<file path="src/rtl/remote_comm_if.sv">
// Host-side handshake bundle for remote_comm: command request in, status/response out.
interface remote_comm_if;
  logic        snd_cmd;
  logic [15:0] cmd;
  logic        cmd_snt;
  logic        resp_rdy;
  logic [7:0]  resp;
  logic        resp_tmo;
  logic        busy;

  modport master (
    output snd_cmd, cmd,
    input  cmd_snt, resp_rdy, resp, resp_tmo, busy
  );

  modport slave (
    input  snd_cmd, cmd,
    output cmd_snt, resp_rdy, resp, resp_tmo, busy
  );
endinterface

</file>
<file path="src/rtl/remote_comm.sv">
// Knight's Tour host transmitter: sends a 16-bit command as two UART bytes (high first),
// then waits for a one-byte reply or times out. Contains its own 8N1 UART transceiver.
module rc_uart #(
  parameter int BAUD_DIV = 2604
) (
  input  logic       clk,
  input  logic       rst_n,
  input  logic       trmt,
  input  logic [7:0] tx_data,
  output logic       tx_done,
  output logic       TX,
  input  logic       RX,
  input  logic       clr_rx_rdy,
  output logic       rx_rdy,
  output logic [7:0] rx_data
);
  localparam int BW = $clog2(BAUD_DIV * 2);

  // transmitter
  logic [9:0]    tx_shft;
  logic [BW-1:0] tx_baud;
  logic [3:0]    tx_bit;
  logic          tx_busy;

  always_ff @(posedge clk or negedge rst_n) begin
    if (!rst_n) begin
      tx_shft <= '1;
      tx_baud <= '0;
      tx_bit  <= '0;
      tx_busy <= 1'b0;
      tx_done <= 1'b0;
    end else if (trmt) begin
      tx_shft <= {1'b1, tx_data, 1'b0};
      tx_baud <= '0;
      tx_bit  <= '0;
      tx_busy <= 1'b1;
      tx_done <= 1'b0;
    end else if (tx_busy) begin
      if (tx_baud == BW'(BAUD_DIV - 1)) begin
        tx_baud <= '0;
        tx_shft <= {1'b1, tx_shft[9:1]};
        tx_bit  <= tx_bit + 4'd1;
        // tx_done rises only once the full stop bit has been on the line
        if (tx_bit == 4'd9) begin
          tx_busy <= 1'b0;
          tx_done <= 1'b1;
        end
      end else begin
        tx_baud <= tx_baud + BW'(1);
      end
    end
  end

  assign TX = tx_shft[0];

  // receiver
  logic          rx_ff1, rx_ff2;
  logic [8:0]    rx_shft;
  logic [BW-1:0] rx_baud;
  logic [3:0]    rx_bit;
  logic          rx_busy;
  logic          rx_start, rx_sample, rx_last;

  assign rx_start  = !rx_busy && !rx_ff2;
  assign rx_sample = rx_busy && (rx_baud == '0);
  assign rx_last   = rx_sample && (rx_bit == 4'd8);

  always_ff @(posedge clk or negedge rst_n) begin
    if (!rst_n) begin
      rx_ff1  <= 1'b1;
      rx_ff2  <= 1'b1;
      rx_shft <= '0;
      rx_baud <= '0;
      rx_bit  <= '0;
      rx_busy <= 1'b0;
      rx_rdy  <= 1'b0;
    end else begin
      rx_ff1 <= RX;
      rx_ff2 <= rx_ff1;
      // first sample lands mid-way through data bit 0, skipping the start bit
      if (rx_start) begin
        rx_busy <= 1'b1;
        rx_baud <= BW'(BAUD_DIV + BAUD_DIV / 2 - 1);
        rx_bit  <= '0;
      end else if (rx_sample) begin
        rx_shft <= {rx_ff2, rx_shft[8:1]};
        rx_baud <= BW'(BAUD_DIV - 1);
        rx_bit  <= rx_bit + 4'd1;
        if (rx_last) rx_busy <= 1'b0;
      end else if (rx_busy) begin
        rx_baud <= rx_baud - BW'(1);
      end

      if (rx_last)                    rx_rdy <= 1'b1;
      else if (clr_rx_rdy || rx_start) rx_rdy <= 1'b0;
    end
  end

  assign rx_data = rx_shft[7:0];
endmodule

module remote_comm #(
  parameter int RESP_TIMEOUT = 1_000_000,
  parameter int BAUD_DIV     = 2604
) (
  input  logic         clk,
  input  logic         rst_n,
  remote_comm_if.slave host,
  output logic         TX,
  input  logic         RX
);
  localparam int CW = $clog2(RESP_TIMEOUT);

  typedef enum logic [1:0] {IDLE, TX_HI, TX_LO, WAIT_RESP} state_t;

  state_t        state, nxt;
  logic          trmt, tx_done, rx_rdy, clr_rx_rdy;
  logic [7:0]    tx_data, rx_data;
  logic [7:0]    cmd_lo, resp_q;
  logic          cmd_snt_q, resp_rdy_q, resp_tmo_q;
  logic [CW-1:0] cnt;
  logic          ld_cmd, set_snt, cap_resp, set_tmo;

  rc_uart #(.BAUD_DIV(BAUD_DIV)) u_uart (
    .clk        (clk),
    .rst_n      (rst_n),
    .trmt       (trmt),
    .tx_data    (tx_data),
    .tx_done    (tx_done),
    .TX         (TX),
    .RX         (RX),
    .clr_rx_rdy (clr_rx_rdy),
    .rx_rdy     (rx_rdy),
    .rx_data    (rx_data)
  );

  always_ff @(posedge clk or negedge rst_n) begin
    if (!rst_n) state <= IDLE;
    else        state <= nxt;
  end

  // A received byte is always acknowledged; only WAIT_RESP keeps it.
  always_comb begin
    nxt        = state;
    trmt       = 1'b0;
    tx_data    = cmd_lo;
    clr_rx_rdy = rx_rdy;
    ld_cmd     = 1'b0;
    set_snt    = 1'b0;
    cap_resp   = 1'b0;
    set_tmo    = 1'b0;
    unique case (state)
      IDLE: if (host.snd_cmd) begin
        trmt    = 1'b1;
        tx_data = host.cmd[15:8];
        ld_cmd  = 1'b1;
        nxt     = TX_HI;
      end
      TX_HI: if (tx_done) begin
        trmt = 1'b1;
        nxt  = TX_LO;
      end
      TX_LO: if (tx_done) begin
        set_snt = 1'b1;
        nxt     = WAIT_RESP;
      end
      WAIT_RESP: if (rx_rdy) begin
        cap_resp = 1'b1;
        nxt      = IDLE;
      end else if (cnt == CW'(RESP_TIMEOUT - 1)) begin
        set_tmo = 1'b1;
        nxt     = IDLE;
      end
      default: nxt = IDLE;
    endcase
  end

  always_ff @(posedge clk or negedge rst_n) begin
    if (!rst_n) begin
      cmd_lo     <= '0;
      resp_q     <= '0;
      cmd_snt_q  <= 1'b0;
      resp_rdy_q <= 1'b0;
      resp_tmo_q <= 1'b0;
      cnt        <= '0;
    end else begin
      if (ld_cmd) begin
        cmd_lo     <= host.cmd[7:0];
        cmd_snt_q  <= 1'b0;
        resp_rdy_q <= 1'b0;
        resp_tmo_q <= 1'b0;
      end
      if (set_snt) cmd_snt_q <= 1'b1;
      if (cap_resp) begin
        resp_q     <= rx_data;
        resp_rdy_q <= 1'b1;
      end
      if (set_tmo) resp_tmo_q <= 1'b1;

      if (set_snt)                 cnt <= '0;
      else if (state == WAIT_RESP) cnt <= cnt + CW'(1);
    end
  end

  assign host.cmd_snt  = cmd_snt_q;
  assign host.resp_rdy = resp_rdy_q;
  assign host.resp     = resp_q;
  assign host.resp_tmo = resp_tmo_q;
  assign host.busy     = (state != IDLE);
endmodule

</file>
<file path="src/flat_wrapper.sv">
// flat-port wrapper written by rule: the top's interface ports become plain ports
module remote_comm_flat 
#(
  parameter int RESP_TIMEOUT = 1_000_000,
  parameter int BAUD_DIV     = 2604
)
  (clk, rst_n, TX, RX, host_snd_cmd, host_cmd, host_cmd_snt, host_resp_rdy, host_resp, host_resp_tmo, host_busy);
  remote_comm_if host_i ();
  input  logic clk;
  input  logic rst_n;
  output logic TX;
  input  logic RX;
  input wire logic [$bits(host_i.snd_cmd)-1:0] host_snd_cmd;
  input wire logic [$bits(host_i.cmd)-1:0] host_cmd;
  output wire logic [$bits(host_i.cmd_snt)-1:0] host_cmd_snt;
  output wire logic [$bits(host_i.resp_rdy)-1:0] host_resp_rdy;
  output wire logic [$bits(host_i.resp)-1:0] host_resp;
  output wire logic [$bits(host_i.resp_tmo)-1:0] host_resp_tmo;
  output wire logic [$bits(host_i.busy)-1:0] host_busy;
  assign host_i.snd_cmd = host_snd_cmd;
  assign host_i.cmd = host_cmd;
  assign host_cmd_snt = host_i.cmd_snt;
  assign host_resp_rdy = host_i.resp_rdy;
  assign host_resp = host_i.resp;
  assign host_resp_tmo = host_i.resp_tmo;
  assign host_busy = host_i.busy;
  remote_comm #(.RESP_TIMEOUT(RESP_TIMEOUT), .BAUD_DIV(BAUD_DIV)) u_core (.clk(clk), .rst_n(rst_n), .host(host_i), .TX(TX), .RX(RX));
endmodule
</file>
<file path="config.mk">
export PLATFORM = sky130hd
export DESIGN_NAME = remote_comm_flat
export DESIGN_NICKNAME = d
export VERILOG_FILES = /design/src/rtl/remote_comm_if.sv /design/src/rtl/remote_comm.sv /design/src/flat_wrapper.sv
export SDC_FILE = /design/constraint.sdc
export NUM_CORES = 1
export LEC_CHECK = 0
export BUFFER_PORTS_ARGS = -buffer_cell sky130_fd_sc_hd__buf_2
export CAP_MARGIN = 20
export CORE_MARGIN = 5
export CORE_UTILIZATION = 57
export CTS_BUF_LIST = sky130_fd_sc_hd__clkbuf_16
export CTS_CLUSTER_SIZE = 25
export DETAILED_ROUTE_END_ITERATION = 16
export HOLD_SLACK_MARGIN = 0.02
export PLACE_DENSITY = 0.81
export SETUP_SLACK_MARGIN = 0.5
export SYNTH_ARGS = -nofsm -noshare
export SYNTH_HDL_FRONTEND = slang
export SYNTH_SLANG_ARGS = --single-unit
</file>
<file path="constraint.sdc">
create_clock -name clk -period 3.8 [get_ports clk]
set_input_delay 0.19 -clock clk [delete_from_list [all_inputs] [get_ports clk]]
set_output_delay 0.19 -clock clk [all_outputs]
set_load 0.01 [all_outputs]
</file>
==> results by group <==
Yosys
  • Mux cell area share after synthesis: 7.14%
  • Simple-Gate Fraction of Synth Area: 21.3%
  • Cells after synthesis: 489
  • Synth top area cells: dfrtp_1 (45%), dfstp_2 (5.8%), nand2_1 (5.1%), mux2_2 (4.1%), ha_1 (3.3%)
  • Yosys warns: 0
  • Post-synthesis sequential area ratio: 50.4%
  • Post-Syn Area: 4940 um^2
  • Adder-Cell Fraction of Synth Area: 3.29%
  • Compound-Gate Fraction of Synth Area: 9.57%
  • XOR/XNOR share of the synthesized area: 5.32%
  • Primary FF master, synth: dfrtp_1
  • Yosys reg bits: 99
  • Post-synth EDFFs: 0
  • Syn_area_per_cell: 10.1 um^2
  • Main combinational cell family by area after synthesis: simple AND/OR/NAND/NOR gates
  • Share of the synthesized area in the top cell type: 44.5%
  • Netlist cell types: 57
  • Synth async-reset ratio: 100%
  • Dominant cell type by area after synthesis: dfrtp_1
  • Synth Net Count: 522

STA
  • RSZ-0062 raised after global routing: false
  • Worst slew pin tran: 0.946 ns
  • Final setup fails: 0
  • Normalized max-slew margin: 37.0%
  • Setup TNS Final: 0 ns
  • Layout Skew: 0.00751 ns
  • Fin Hold WS: -0.0129 ns
  • Final max-slew violation count: 0
  • Final setup margin: 1.33 ns
  • Min cycle time layout: 2.47 ns
  • Final period util: 64.9%
  • Final-report hold violation count: 6
  • Fmax: 406 MHz

GRT
  • Vias in the first global route: 3714
  • Overflow after GRT: 0
  • First-pass GRT wire length: 16900 um
  • Initial antenna violation count: 0
  • Met1 Resource Use GR: 25.7%
  • Largest net degree at the start of global routing: 79
  • Busiest grt layer: met2
  • Met3 Track Usage GR: 3.32%
  • Routing usage on met2: 33.2%
  • GRT Util Overall: 19.7%

Worst setup path
  • Startpoint Class: register
  • Arrival @ worst endpoint: 2.73 ns
  • Crit-path cells: nor4b_1 > nand4_1 > or3_1 > a21oi_1
  • R2R setup slack: 1.33 ns
  • Critical Path RT: 4.06 ns
  • CP endpoint kind: register
  • Crit path max-delay family: simple AND/OR/NAND/NOR gates
  • Buf/Inv on CP: 0
  • Max incr delay on CP: 0.75 ns
  • Slowest cell on crit path: nand4_1
  • Critical path type: reg -> reg
  • CP Max Fanout: 17

Clocking
  • Post-CTS resize count: 0
  • Clk pin slew, worst setup/hold paths: 0.07 ns
  • Root buf cell: clkbuf_16
  • CTS Sinks: 99
  • Post CTS Setup Buffer Count: 0
  • Clock latency on the worst-skew pair: 0.34 ns
  • CTS max path bufs: 2
  • Hold Buf Count CTS: 1
  • CTS tree: built
  • TritonCTS buffer count: 9
  • H-tree levels: 3

Floorplanning
  • Placeable Area: 8590 um^2
  • Row count: 34
  • Initial core utilization: 57.5%
  • I/O pin total: 33
  • Die height: 103 um
  • Die area: 10600 um^2
  • Die X: 103 um

Drt
  • Drt wl/cell: 15.6 um
  • DRT iter0 DRCs: 214
  • Vias per Instance: 5.93
  • Detail Route Antenna Nets: 0
  • Number of remaining DRC errors: 0
  • DRT Pass-1 Iters: 4
  • Final wirelength: 9870 um
  • DR vias: 3739

Finish
  • Share of layout cells above drive strength 1: 16.6%
  • Filler cells: 671
  • Post-Route Utilization: 64.0%
  • Antenna Cells: 0
  • Fin nets: 551
  • Area Overhead vs Synth: 11.3%

Worst hold path
  • Min-delay worst type: in -> async

Run
  • Maxcap violations: 0

Power
  • Clock Power Share: 45.3%
  • Net Sw Frac: 22.9%
  • Total Power: 1.99 mW
  • Cell-internal power: 1.53 mW
  • Seq pwr share: 53.1%
  • Combinational share of power: 1.6%
  • Maximum VDD drop: 0.238 mV
  • Leakage: 2.51 nW
  • Power Dens Cells: 362 nW/um^2
  • Net switching power figure: 456 uW

Run status
  • Status: complete, but fails checks
  • Failing checks: negative hold slack

Placement
  • Port bufs: 32
  • Final RePlAce weighted congestion: 0.817
  • Post-detail-place hpwl: 6750 um
  • Setup WS pre-CTS: 1.39 ns
==> layout by cell type, fill, tap and decap left out, types with 3 or more instances in the layout <==
cell | synthesis | final
nor2_1 | 42 | 42
o21bai_1 | 7 | 7
ha_1 | 13 | 13
nand3_1 | 18 | 18
o211ai_1 | 4 | 4
a31oi_1 | 3 | 3
dfrtp_1 | 88 | 88
clkbuf_16 | 0 | 9
dfstp_2 | 11 | 11
nor2b_1 | 3 | 3
o21ai_0 | 15 | 15
nor4b_1 | 5 | 5
a21oi_1 | 21 | 21
mux2i_1 | 15 | 15
xnor2_1 | 12 | 12
nand4_1 | 13 | 13
buf_2 | 3 | 31
nor3_1 | 7 | 7
a22o_1 | 3 | 3
and2_1 | 5 | 5
and4_1 | 4 | 4
buf_4 | 0 | 5
o22ai_1 | 5 | 5
or4_1 | 6 | 6
mux2_2 | 18 | 18
inv_1 | 16 | 16
and3_1 | 6 | 6
nand2_1 | 67 | 67
xor2_1 | 18 | 18
o31ai_1 | 4 | 4
inv_6 | 0 | 4
nor4_1 | 7 | 7
or3_1 | 5 | 5
==> final cells by class <==
class | count | area (um^2) | area share [%]
inverters | 17 | 63.8 | 1.16
well taps | 108 | 135 | 2.46
clock inverters | 7 | 78.8 | 1.43
multi-input cells | 354 | 2300 | 41.9
repair buffers | 37 | 203 | 3.68
flip-flops and latches | 99 | 2490 | 45.3
clock buffers | 9 | 225 | 4.09
==> logic make-up after synthesis <==
kind of cell,count (synthesis)
xor gates and xnor gates,30
DFF,99
adders and majority gates,13
AOI/OAI and AO/OA,74
and+or+nand+nor,204
muxes,33
buffers and inverters,36
==> per-layer routing <==
metal  up-vias  routed length [um]
li1       1799                   -
met2        97                4940
met1      1825                4300
met4         0                 193
met5         -                   0
met3        18                 433
==> metrics by stage <==
step | std cells | instance area [um^2]
floorplan | 489 | 4940
global placement | 614 | 5190
detailed placement | 614 | 5190
CTS | 631 | 5500
global route | 631 | 5500
finish | 631 | 5500
==> synth_stat cells, types with 11 or more instances <==
library cell	n
dfrtp_1	88
nand2_1	67
nor2_1	42
a21oi_1	21
mux2_2	18
nand3_1	18
xor2_1	18
inv_1	16
mux2i_1	15
o21ai_0	15
clkbuf_1	13
ha_1	13
nand4_1	13
xnor2_1	12
dfstp_2	11
==> sequential cells by signal, indices dropped and copies added, names as in the netlist, 2 cells and up <==
name and count:
u_core.state 2, u_core.cmd_lo 8, u_core.u_uart.rx_bit 4, u_core.cnt 20, u_core.host.resp 8, u_core.u_uart.rx_shft 9
u_core.u_uart.tx_baud 13, u_core.u_uart.tx_bit 4, u_core.u_uart.tx_shft 9, u_core.u_uart.rx_baud 13
==> power groups by stage <==
stage                     logic (mW)  clock network (mW)  registers (mW)
after global routing          0.0369               0.967            1.06
after global placement        0.0320                   0            1.08
after detailed placement      0.0324                   0            1.08
after floorplan             0.000344                   0            1.08
final                         0.0315               0.902            1.06
after CTS                     0.0334               0.917            1.06
==> worst paths after layout <==
kind                                                   endpoint                            startpoint  cells after the start
setup / recovery            u_core.u_uart.tx_bit[3]$_DFFE_PN0P_  u_core.u_uart.tx_baud[8]$_DFFE_PN0P_                      4
hold / removal                       u_core.cnt[11]$_DFFE_PN0P_                                 rst_n                      1
setup reg to reg            u_core.u_uart.tx_bit[3]$_DFFE_PN0P_  u_core.u_uart.tx_baud[8]$_DFFE_PN0P_                      4
hold reg to reg                  u_core.u_uart.rx_ff2$_DFF_PN1_        u_core.u_uart.rx_ff1$_DFF_PN1_                      0
max in group asynchronous  u_core.u_uart.tx_shft[8]$_DFFE_PN1P_                                 rst_n                      2
min in group clk                   u_core.cmd_lo[4]$_DFFE_PN0P_                           host_cmd[4]                      3
No activity file was read; power rests on OpenSTA's default activity.
